## src/rtl/pool_channel_scheduler.sv

```systemverilog
// Round-robin arbiter sharing one maxpool engine among NUM_CH conv channels.
// Sequences the engine en/done handshake, with a per-run watchdog and completion counter.
//
// state   | meaning
// IDLE    | no grant; picks next eligible channel from ptr when done_pool is low
// RUN     | pool_en high, waiting for done_pool or watchdog expiry
// RELEASE | pool_en low, grant held until the engine drops done_pool
module pool_channel_scheduler #(
  parameter int NUM_CH         = 4,
  parameter int TIMEOUT_CYCLES = 256,
  parameter int CW             = $clog2(NUM_CH)
) (
  input  logic              clk,
  input  logic              reset,
  input  logic [NUM_CH-1:0] req,
  input  logic [NUM_CH-1:0] ch_enable,
  input  logic              done_pool,
  input  logic              err_clr,
  output logic [NUM_CH-1:0] grant,
  output logic [CW-1:0]     sel,
  output logic              pool_en,
  output logic [NUM_CH-1:0] ack,
  output logic              busy,
  output logic              timeout_err,
  output logic [CW-1:0]     err_ch,
  output logic [15:0]       pool_count
);
  localparam int WW = $clog2(TIMEOUT_CYCLES + 1);
  localparam logic [WW-1:0] WD_LAST = WW'(TIMEOUT_CYCLES - 1);
  localparam logic [CW-1:0] LAST_CH = CW'(NUM_CH - 1);

  typedef enum logic [1:0] {IDLE, RUN, RELEASE} state_t;

  state_t            state;
  logic [CW-1:0]     ptr;
  logic [WW-1:0]     wd_cnt;
  logic [NUM_CH-1:0] eligible;
  logic              pick_valid;
  logic [CW-1:0]     pick_idx;
  int                cand;

  // Scan downward so the last hit written is the closest one at or after ptr.
  always_comb begin
    eligible   = req & ch_enable;
    pick_valid = 1'b0;
    pick_idx   = '0;
    cand       = 0;
    for (int i = NUM_CH - 1; i >= 0; i--) begin
      cand = (int'(ptr) + i) % NUM_CH;
      if (eligible[CW'(cand)]) begin
        pick_valid = 1'b1;
        pick_idx   = CW'(cand);
      end
    end
  end

  always_ff @(posedge clk or posedge reset) begin
    if (reset) begin
      state       <= IDLE;
      grant       <= '0;
      sel         <= '0;
      pool_en     <= 1'b0;
      ack         <= '0;
      busy        <= 1'b0;
      timeout_err <= 1'b0;
      err_ch      <= '0;
      pool_count  <= '0;
      ptr         <= '0;
      wd_cnt      <= '0;
    end else begin
      ack <= '0;
      // A timeout set later in this block overrides a simultaneous clear.
      if (err_clr) timeout_err <= 1'b0;
      case (state)
        IDLE: begin
          if (pick_valid && !done_pool) begin
            state   <= RUN;
            grant   <= NUM_CH'(1) << pick_idx;
            sel     <= pick_idx;
            pool_en <= 1'b1;
            busy    <= 1'b1;
            wd_cnt  <= '0;
          end
        end
        RUN: begin
          if (done_pool) begin
            state   <= RELEASE;
            pool_en <= 1'b0;
            ack     <= grant;
            if (pool_count != 16'hFFFF) pool_count <= pool_count + 16'd1;
          end else if (wd_cnt == WD_LAST) begin
            state       <= RELEASE;
            pool_en     <= 1'b0;
            timeout_err <= 1'b1;
            err_ch      <= sel;
          end else begin
            wd_cnt <= wd_cnt + WW'(1);
          end
        end
        RELEASE: begin
          if (!done_pool) begin
            state <= IDLE;
            grant <= '0;
            busy  <= 1'b0;
            ptr   <= (sel == LAST_CH) ? '0 : sel + CW'(1);
          end
        end
        default: begin
          state   <= IDLE;
          grant   <= '0;
          pool_en <= 1'b0;
          busy    <= 1'b0;
        end
      endcase
    end
  end

endmodule

```

## config.mk

```make
export PLATFORM = sky130hd
export DESIGN_NAME = pool_channel_scheduler
export DESIGN_NICKNAME = d
export VERILOG_FILES = /design/src/rtl/pool_channel_scheduler.sv
export SDC_FILE = /design/constraint.sdc
export NUM_CORES = 1
export LEC_CHECK = 0
export ABC_AREA = 1
export CORE_MARGIN = 1.5
export CORE_UTILIZATION = 40
export DETAILED_ROUTE_END_ITERATION = 8
export GPL_ROUTABILITY_DRIVEN = 1
export PLACE_DENSITY = 0.69
export SLEW_MARGIN = 20
export SYNTH_ARGS = -nofsm -noshare
export SYNTH_HDL_FRONTEND = slang
export SYNTH_SLANG_ARGS = --single-unit
export TNS_END_PERCENT = 50
```

## constraint.sdc

```tcl
create_clock -name clk -period 2.5 [get_ports clk]
set_clock_uncertainty 0.05 [all_clocks]
set_input_delay 0.5 -clock clk [delete_from_list [all_inputs] [get_ports clk]]
set_output_delay 0.5 -clock clk [all_outputs]
set_load 0.05 [all_outputs]
```

== Word-level counts from Yosys, hierarchy flattened ==
Cells that the tools add are included.
Widths: inputs -> output; s select.
Operators by class
  add/subtract/negate cells: 6
  magnitude comparators: 4
  equal/unequal tests: 10
  shift operators: 1
  muxes and demuxes: 44
  bitwise logic cells: 4
  reduce and logical (&&, ||, !) cells: 13
Operators with widths (number)
  $mux 9: 3
  $mux 1: 20
  $mux 2: 9
  $pmux 9 s2: 1
  $add 16x1->16 const B: 1
  $lt 2x4->1 const B: 4
  $ne 16x16->1 const B: 1
  $reduce_and 3->1: 5
  $mux 4: 3
  $pmux 4 s3: 1
  $add 9x1->9 const B: 1
  $eq 9x8->1 const B: 1
  $bmux 1 s2: 4
  $ne 2x2->1 const B: 4
  $pmux 1 s3: 2
  $pmux 2 s3: 1
  $reduce_and 2->1: 3
  $add 2x1->2 const B: 2
  $add 2x2->2 const B: 2
  $and 4x4->4: 1
  $eq 2x2->1 const B: 2
  $reduce_and 4->1: 1
  $shl 1x2->4 const A: 1
  $ne 3x3->1 const B: 1
  other kinds (6): 8
Word-level totals
  flip-flop bits (word level): 44
  bits of input ports: 12
  output and inout port bits: 31

== Longest topological paths before layout ==
Gate-level depths: netlist of the first run.
  depth in word-level cells: 11
  mapped depth: 14
  depth with buffers taken out: 13

== Least setup slack after synthesis of the first run ==
OpenSTA, ideal clock, no wires.
  path kind: reg-to-reg
  from: register pool_count[0]
  to: register pool_count[2]
  setup time: 0.146 ns
  arrival time: 1.822 ns
  required time: 2.304 ns
  setup slack: 0.482 ns
  cell stages (with the launch flop): 11
  path buffers: 1
  clock period less this slack: 2.018 ns
  cell sequence: dfrtp_1 > ha_1 > inv_1 > nor3_2 > inv_2 > nor2_4 > nand3_2 > nand2_4 > buf_8 > nor2_1 > xor2_1
Between the ends
  cells in the longest elaborated chain, start to end: 2
  elaborated cells on any way between the ends: 3
  those cells by class: 1 x add/sub; 1 x eq/ne; 1 x reduce/logical
Ends and longest elaborated chain
  start, declared: RTL line 26  | output logic [15:0] pool_count
  start signal, assigned: RTL line 90  | if (pool_count != 16'hFFFF) pool_count <= pool_count + 16'd1;
  branches (longest 2 deep; another with $add 16x1->16)
Parallel ways; which one is timed is not known.
A chain may end at the register's enable or synchronous reset.

== Final worst setup path of the first run ==
  from: register pool_count[8]
  to: output port pool_count[8]
No word-level cell between the ends.

==> reports/summary.txt, run 1 <==
========================================================================================
Quantity of gates resized following cts ...................................            0
Design area ...............................................................   3060 sq um
Post-DR vias/cell .........................................................         4.79
Synth cell types ..........................................................           31
Average wire per cell in the routed design ................................      11.7 um
Class of the tightest hold or removal check ............................... register to register
Sum of routed wire length over all layers .................................      5180 um
Clock transition at the registers of the reported paths ...................      0.08 ns
CTS Hold Bufs .............................................................            0
Number of pins with negative max-slew slack in the final report ...........            0
Leakage power .............................................................      1.45 nW
Least setup slack across all paths after layout ...........................     0.342 ns
Gp weighted congestion ....................................................        0.857
Die width .................................................................      81.5 um
Initial antenna violation count ...........................................            0
Arrival time at the worst endpoint ........................................      1.61 ns
Number of nets in the finished design .....................................          384
Critical Setup Path Class ................................................. register to output port
Pin slew with the least headroom to its limit .............................     0.629 ns
Buffers inserted during post-CTS setup optimization .......................            0
Warnings from Yosys .......................................................            0
Cell row count ............................................................           28
Violation count after the first detailed-routing iteration ................           72
Count of mapped cells out of synthesis ....................................          320
Initial cell density of the core ..........................................        41.7%
Post-Place Setup Slack ....................................................     0.293 ns
Worst slew margin relative to its limit ...................................        57.8%
Post-Route Setup TNS ......................................................         0 ns
Highest-delay cell along the critical path ................................ sky130_fd_sc_hd__clkdlybuf4s50_1
Inst Count DP .............................................................          436
First-pass iteration count of the detailed router .........................            4
RSZ-0062 raised after global routing ......................................           no
Total via count in the routed design ......................................         2115
Share of cells above drive strength 1 .....................................        7.90%
Total power density per cell area .........................................  993 nW/um^2
Remaining antenna violation count .........................................            0
Seq/Total Area, Yosys .....................................................        44.6%
CTS sink cnt ..............................................................           44
Count of input and output buffers .........................................           42
First-pass GRT wire length ................................................      8720 um
Total GRT Usage ...........................................................        17.2%
Max-cap violation count ...................................................            0
Nature of the critical path startpoint ....................................     register
Overall power of the completed layout .....................................      3.04 mW
Share of flip-flops with an asynchronous set or reset .....................         100%
Synthesis-stage register bit count ........................................           44
Required time at the worst-slack endpoint .................................      1.95 ns
Worst path bufs/invs ......................................................            1
Clock period minus final worst setup slack ................................      2.16 ns
Achievable frequency ......................................................      463 MHz
Non-filler instance count after layout ....................................          442
Antenna diode instance count ..............................................            0
Crit-path cells ........................................................... clkdlybuf4s50_1
Sum of overflow across all layers after global routing ....................            0
Status .................................................................... complete, no violations
Type of element capturing the critical path ...............................  output port
WHS .......................................................................     0.428 ns
Vias in the first global route ............................................         1992
DRC .......................................................................            0
Share of the cycle needed by the critical path after routing ..............        86.3%
Net count after synthesis .................................................          336
H-tree lvl count ..........................................................            2
Largest voltage drop on the vdd net .......................................     0.759 mV
Number of enable flip-flop cells after synthesis ..........................            0
Filler Cells Inserted .....................................................          574
Commonest non-fill, non-tap cell in the layout ............................ sky130_fd_sc_hd__nand2_1
Count of boundary I/O pins ................................................           43
Category of cells accounting for the largest share of critical-path delay . buffers and inverters
Maximum fanout count along the critical path ..............................            5
Placed Instance Area ......................................................   2960 sq um
Pin count of the biggest net entering global routing ......................           18
Maximum single-stage delay on the critical path ...........................      0.84 ns
Final Hold Vio Count ......................................................            0
Commonest cells after routing, fill and taps aside ........................ sky130_fd_sc_hd__nand2_1 (101), sky130_fd_sc_hd__dfrtp_1 (44), sky130_fd_sc_hd__clkdlybuf4s50_1 (42), sky130_fd_sc_hd__inv_1 (36), sky130_fd_sc_hd__nand3_1 (35)
P&R area growth vs syn ....................................................        24.2%
Mapped Area ...............................................................   2470 sq um
Area of the core region ...................................................   5920 sq um
Average instance area after synthesis .....................................   7.71 sq um
Buffers from clock root to sink, at most ..................................            2
Most common flop cell mapped by yosys ..................................... sky130_fd_sc_hd__dfrtp_1
Clock buffer count from CTS ...............................................            5
Insertion delay to the later sink of the worst-skew pair ..................      0.30 ns
CTS tree ..................................................................        built
Half-perimeter wire length after placement ................................      4070 um
Chip height ...............................................................      81.5 um
End-of-flow core utilization ..............................................        51.7%
Final count of negative-setup-slack endpoints .............................            0
Clk Tree Root Cell ........................................................ sky130_fd_sc_hd__clkbuf_8
Die outline area ..........................................................   6650 sq um
========================================================================================
-- layout make-up --
cell class / count / area [sq um] / area share (%)
well taps: 75 / 93.8 / 3.06
flip-flops and latches: 44 / 1100 / 35.9
clock buffers: 5 / 68.8 / 2.25
inverters: 41 / 154 / 5.02
repair buffers: 45 / 443 / 14.5
multi-input cells: 231 / 1170 / 38.3
clock inverters: 1 / 30.0 / 0.980
-- routing by layer --
metal	wire length (um)	vias to the layer above	track usage, %
li1	-	1098	-
met1	2460	972	21.8
met2	2450	35	28.6
met3	175	10	3.56
met4	91	0	6.72
met5	0	-	0
-- cells by family after synthesis --
group | share of synthesized area (%)
DFF | 44.6
adders and majority gates | 2.03
AOI/OAI and AO/OA | 5.28
and+or+nand+nor | 33.7
xor gates and xnor gates | 5.63
buffers and inverters | 7.81
muxes | 0.913
-- Yosys cell counts, types with 2 or more instances --
| cell | n | area [sq um] |
|---|---|---|
| sky130_fd_sc_hd__nand2_1 | 101 | 379 |
| sky130_fd_sc_hd__nor2_4 | 3 | 33.8 |
| sky130_fd_sc_hd__o21ai_0 | 12 | 60.1 |
| sky130_fd_sc_hd__nand2_2 | 2 | 12.5 |
| sky130_fd_sc_hd__nor4_1 | 2 | 12.5 |
| sky130_fd_sc_hd__inv_1 | 37 | 139 |
| sky130_fd_sc_hd__o21ai_1 | 2 | 10.0 |
| sky130_fd_sc_hd__xor2_1 | 10 | 87.6 |
| sky130_fd_sc_hd__nor3_1 | 6 | 30.0 |
| sky130_fd_sc_hd__o21ai_2 | 4 | 35.0 |
| sky130_fd_sc_hd__inv_2 | 4 | 15.0 |
| sky130_fd_sc_hd__mux2_2 | 2 | 22.5 |
| sky130_fd_sc_hd__nor2_1 | 30 | 113 |
| sky130_fd_sc_hd__nand3_1 | 35 | 175 |
| sky130_fd_sc_hd__dfrtp_1 | 44 | 1100 |
| sky130_fd_sc_hd__a21oi_1 | 2 | 10.0 |
| sky130_fd_sc_hd__nand4_1 | 3 | 18.8 |
| sky130_fd_sc_hd__xnor2_1 | 4 | 35.0 |
| sky130_fd_sc_hd__ha_1 | 4 | 50.1 |
| sky130_fd_sc_hd__nand3_2 | 2 | 20.0 |
-- registers in the layout, summed over array words and instances (netlist names) --
register,count
pool_count,16
wd_cnt,9
ack,4
grant,4
err_ch,2
ptr,2
sel,2
state,2
busy,1
pool_en,1
timeout_err,1
-- worst paths after layout --
path                                                start                         to  slack (ns)  depth (start not counted)
worst max-delay path            pool_count[8]$_DFFE_PP0P_              pool_count[8]        0.34                          1
worst min-delay path                  pool_en$_DFFE_PP0P_        pool_en$_DFFE_PP0P_        0.43                          2
worst max register to register      wd_cnt[1]$_DFFE_PP0P_      wd_cnt[1]$_DFFE_PP0P_        0.49                         12
worst min register to register        pool_en$_DFFE_PP0P_        pool_en$_DFFE_PP0P_        0.43                          2
max in group asynchronous                           reset      wd_cnt[3]$_DFFE_PP0P_        1.36                          3
min in group asynchronous                           reset  pool_count[5]$_DFFE_PP0P_        0.46                          2
-- where the power goes --
part	switching (mW)	leakage [nW]	internal, mW
Sequential	0.180	0.589	0.871
Combinational	1.01	0.813	0.465
Clock	0.232	0.0501	0.287
Total	1.42	1.45	1.62
No activity file was read; power rests on OpenSTA's default activity.
==> run 2, diff against run 1 <==
--- a/config.mk
+++ b/config.mk
@@ -6,8 +6,11 @@
 export NUM_CORES = 1
 export LEC_CHECK = 0
 export ABC_AREA = 1
+export ABC_CLOCK_PERIOD_IN_PS = 2500
+export CORE_ASPECT_RATIO = 0.9
 export CORE_MARGIN = 1.5
 export CORE_UTILIZATION = 40
+export CTS_CLUSTER_SIZE = 8
 export DETAILED_ROUTE_END_ITERATION = 8
 export GPL_ROUTABILITY_DRIVEN = 1
 export PLACE_DENSITY = 0.69
==> reports/summary.txt, run 2 (same netlist as run 1, synthesis figures left out) <==
========================================================================================
Type of element capturing the critical path ...............................  output port
Buffers inserted during post-CTS setup optimization .......................            0   unchanged
Count of input and output buffers .........................................           42   unchanged
Status .................................................................... complete, no violations
Top flop regs ............................................................. pool_count x16, wd_cnt x9
Overall power of the completed layout .....................................      2.98 mW   -2.2%
Die width .................................................................      85.8 um   +5.2%
Insertion delay to the later sink of the worst-skew pair ..................      0.29 ns   about the same
Gp weighted congestion ....................................................        0.825   -3.8%
Max-cap violation count ...................................................            0   unchanged
Placed Instance Area ......................................................   2970 sq um   +0.21%
Leakage power .............................................................      1.45 nW   -0.24%
Vias in the first global route ............................................         1914   -3.9%
Met2 usage in global routing ..............................................        26.7%   -1.9 points
Clock buffer count from CTS ...............................................            5   unchanged
Initial antenna violation count ...........................................            0   unchanged
Met1 routing resource usage after global routing ..........................        22.6%   +0.87 points
Clk Tree Root Cell ........................................................ sky130_fd_sc_hd__clkbuf_8
Sum of overflow across all layers after global routing ....................            0   unchanged
Category of cells accounting for the largest share of critical-path delay . buffers and inverters
Highest-utilization routing layer at the global route stage ...............         met2
Number of nets in the finished design .....................................          384   unchanged
Arrival time at the worst endpoint ........................................      1.58 ns   -0.03 ns
Total via count in the routed design ......................................         2117   +0.095%
Area of the core region ...................................................   5820 sq um   -1.6%
Chip height ...............................................................      77.5 um   -4.9%
Sum of routed wire length over all layers .................................      5100 um   -1.6%
Global routing usage on met3 ..............................................        3.51%   -0.045 points
Highest-delay cell along the critical path ................................ sky130_fd_sc_hd__clkdlybuf4s50_1
CTS sink cnt ..............................................................           44   unchanged
P&R area growth vs syn ....................................................        23.9%
Least setup slack across all paths after layout ...........................     0.369 ns   +0.0264 ns
Clock period minus final worst setup slack ................................      2.13 ns   -0.0264 ns
CTS Hold Bufs .............................................................            0   unchanged
RSZ-0062 raised after global routing ......................................           no
Reported net switching power ..............................................      1.43 mW   +0.96%
Power share of the sequential group .......................................        35.5%   +0.9 points
First-pass GRT wire length ................................................      8780 um   +0.63%
Class of the tightest hold or removal check ............................... register to register
H-tree lvl count ..........................................................            2   unchanged
Quantity of gates resized following cts ...................................            0   unchanged
Worst slew margin relative to its limit ...................................        65.8%   +8.0 points
Pin slew with the least headroom to its limit .............................     0.509 ns   -0.121 ns
Achievable frequency ......................................................      469 MHz   +1.2%
Largest voltage drop on the vdd net .......................................     0.479 mV   -37%
Largest register FFs ......................................................           16   unchanged
Half-perimeter wire length after placement ................................      3950 um   -2.9%
Cell row count ............................................................           26   -7.1%
Post-Route Setup TNS ......................................................         0 ns   unchanged
Required time at the worst-slack endpoint .................................      1.95 ns   about the same
Share of cells above drive strength 1 .....................................        7.86%   -0.043 points
Violation count after the first detailed-routing iteration ................          104   +44%
DRC .......................................................................            0   unchanged
Total power density per cell area .........................................  974 nW/um^2   -1.9%
Number of pins with negative max-slew slack in the final report ...........            0   unchanged
Largest Register ..........................................................   pool_count
Buffers from clock root to sink, at most ..................................            2   unchanged
Critical Setup Path Class ................................................. register to output port
CTS tree ..................................................................        built
Post-Place Setup Slack ....................................................     0.319 ns   +0.0260 ns
Crit-path cells ........................................................... clkdlybuf4s50_1
Average wire per cell in the routed design ................................      11.6 um   -0.89%
Worst path bufs/invs ......................................................            1   unchanged
Nature of the critical path startpoint ....................................     register
Clock network fraction of total power .....................................        14.5%   -2.6 points
Maximum single-stage delay on the critical path ...........................      0.84 ns   about the same
Design area ...............................................................   3060 sq um   -0.25%
Share of the cycle needed by the critical path after routing ..............        85.3%   -1.1 points
Fraction of power consumed by combinational cells .........................        50.0%   +1.6 points
Commonest non-fill, non-tap cell in the layout ............................ sky130_fd_sc_hd__nand2_1
Final count of negative-setup-slack endpoints .............................            0   unchanged
Remaining antenna violation count .........................................            0   unchanged
Int Pwr ...................................................................      1.54 mW   -4.9%
Share of total power consumed by net switching ............................        48.1%   +1.5 points
Total GRT Usage ...........................................................        16.7%   -0.47 points
Die outline area ..........................................................   6650 sq um   about the same
Antenna diode instance count ..............................................            0   unchanged
Commonest cells after routing, fill and taps aside ........................ sky130_fd_sc_hd__nand2_1 (101), sky130_fd_sc_hd__dfrtp_1 (44), sky130_fd_sc_hd__clkdlybuf4s50_1 (42), sky130_fd_sc_hd__inv_1 (36), sky130_fd_sc_hd__nand3_1 (35)
Initial cell density of the core ..........................................        42.4%   +0.70 points
Clock transition at the registers of the reported paths ...................      0.08 ns   about the same
Pin count of the biggest net entering global routing ......................           45   +27
Count of boundary I/O pins ................................................           43   unchanged
First-pass iteration count of the detailed router .........................            4   unchanged
Post-DR vias/cell .........................................................         4.82   +0.78%
Maximum fanout count along the critical path ..............................            5   unchanged
Final Hold Vio Count ......................................................            0   unchanged
========================================================================================
## run 2: routing by layer
layer | up-vias | share of wire, %
met2 | 47 | 45
met1 | 964 | 49
met3 | 5 | 4.2
met4 | 0 | 1.1
met5 | - | 0
li1 | 1101 | -
## run 2: power groups by stage
stage	registers (mW)	clock network (mW)	logic, mW
2_1_floorplan	1.41	0	0.711
3_3_place_gp	1.06	0	1.47
3_5_place_dp	1.07	0	1.49
4_1_cts	1.06	0.446	1.50
5_1_grt	1.08	0.489	1.64
6_report	1.06	0.430	1.49
## run 2: final cells by class
class / instances / area (sq um)
Tap cell: 70 / 87.6
Inverter: 41 / 154
Multi-Input combinational cell: 231 / 1170
Sequential cell: 44 / 1100
Fill cell: 552 / 2770
Timing Repair Buffer: 45 / 455
Clock buffer: 7 / 76.3
Clock inverter: 1 / 8.76
## run 2: worst paths after layout
check	start	slack, ns	end	depth (start not counted)
worst max-delay path	pool_count[3]$_DFFE_PP0P_	0.37	pool_count[3]	1
worst min register to register	busy$_DFFE_PP0P_	0.45	busy$_DFFE_PP0P_	2
max in group asynchronous	reset	1.69	wd_cnt[0]$_DFFE_PP0P_	3
worst min-delay path	busy$_DFFE_PP0P_	0.45	busy$_DFFE_PP0P_	2
worst max register to register	wd_cnt[0]$_DFFE_PP0P_	0.44	wd_cnt[1]$_DFFE_PP0P_	12
min in group asynchronous	reset	0.49	grant[2]$_DFFE_PP0P_	3
## run 2: stage by stage
stage / hold slack (ns) / util (%) / std cells
2_1_floorplan: 0.458 / - / 320
4_1_cts: 0.456 / 52.5 / 439
6_report: 0.448 / 52.5 / 439
3_5_place_dp: 0.436 / 51.0 / 431
3_3_place_gp: 0.425 / 51.0 / 431
5_1_grt: 0.484 / 52.5 / 439
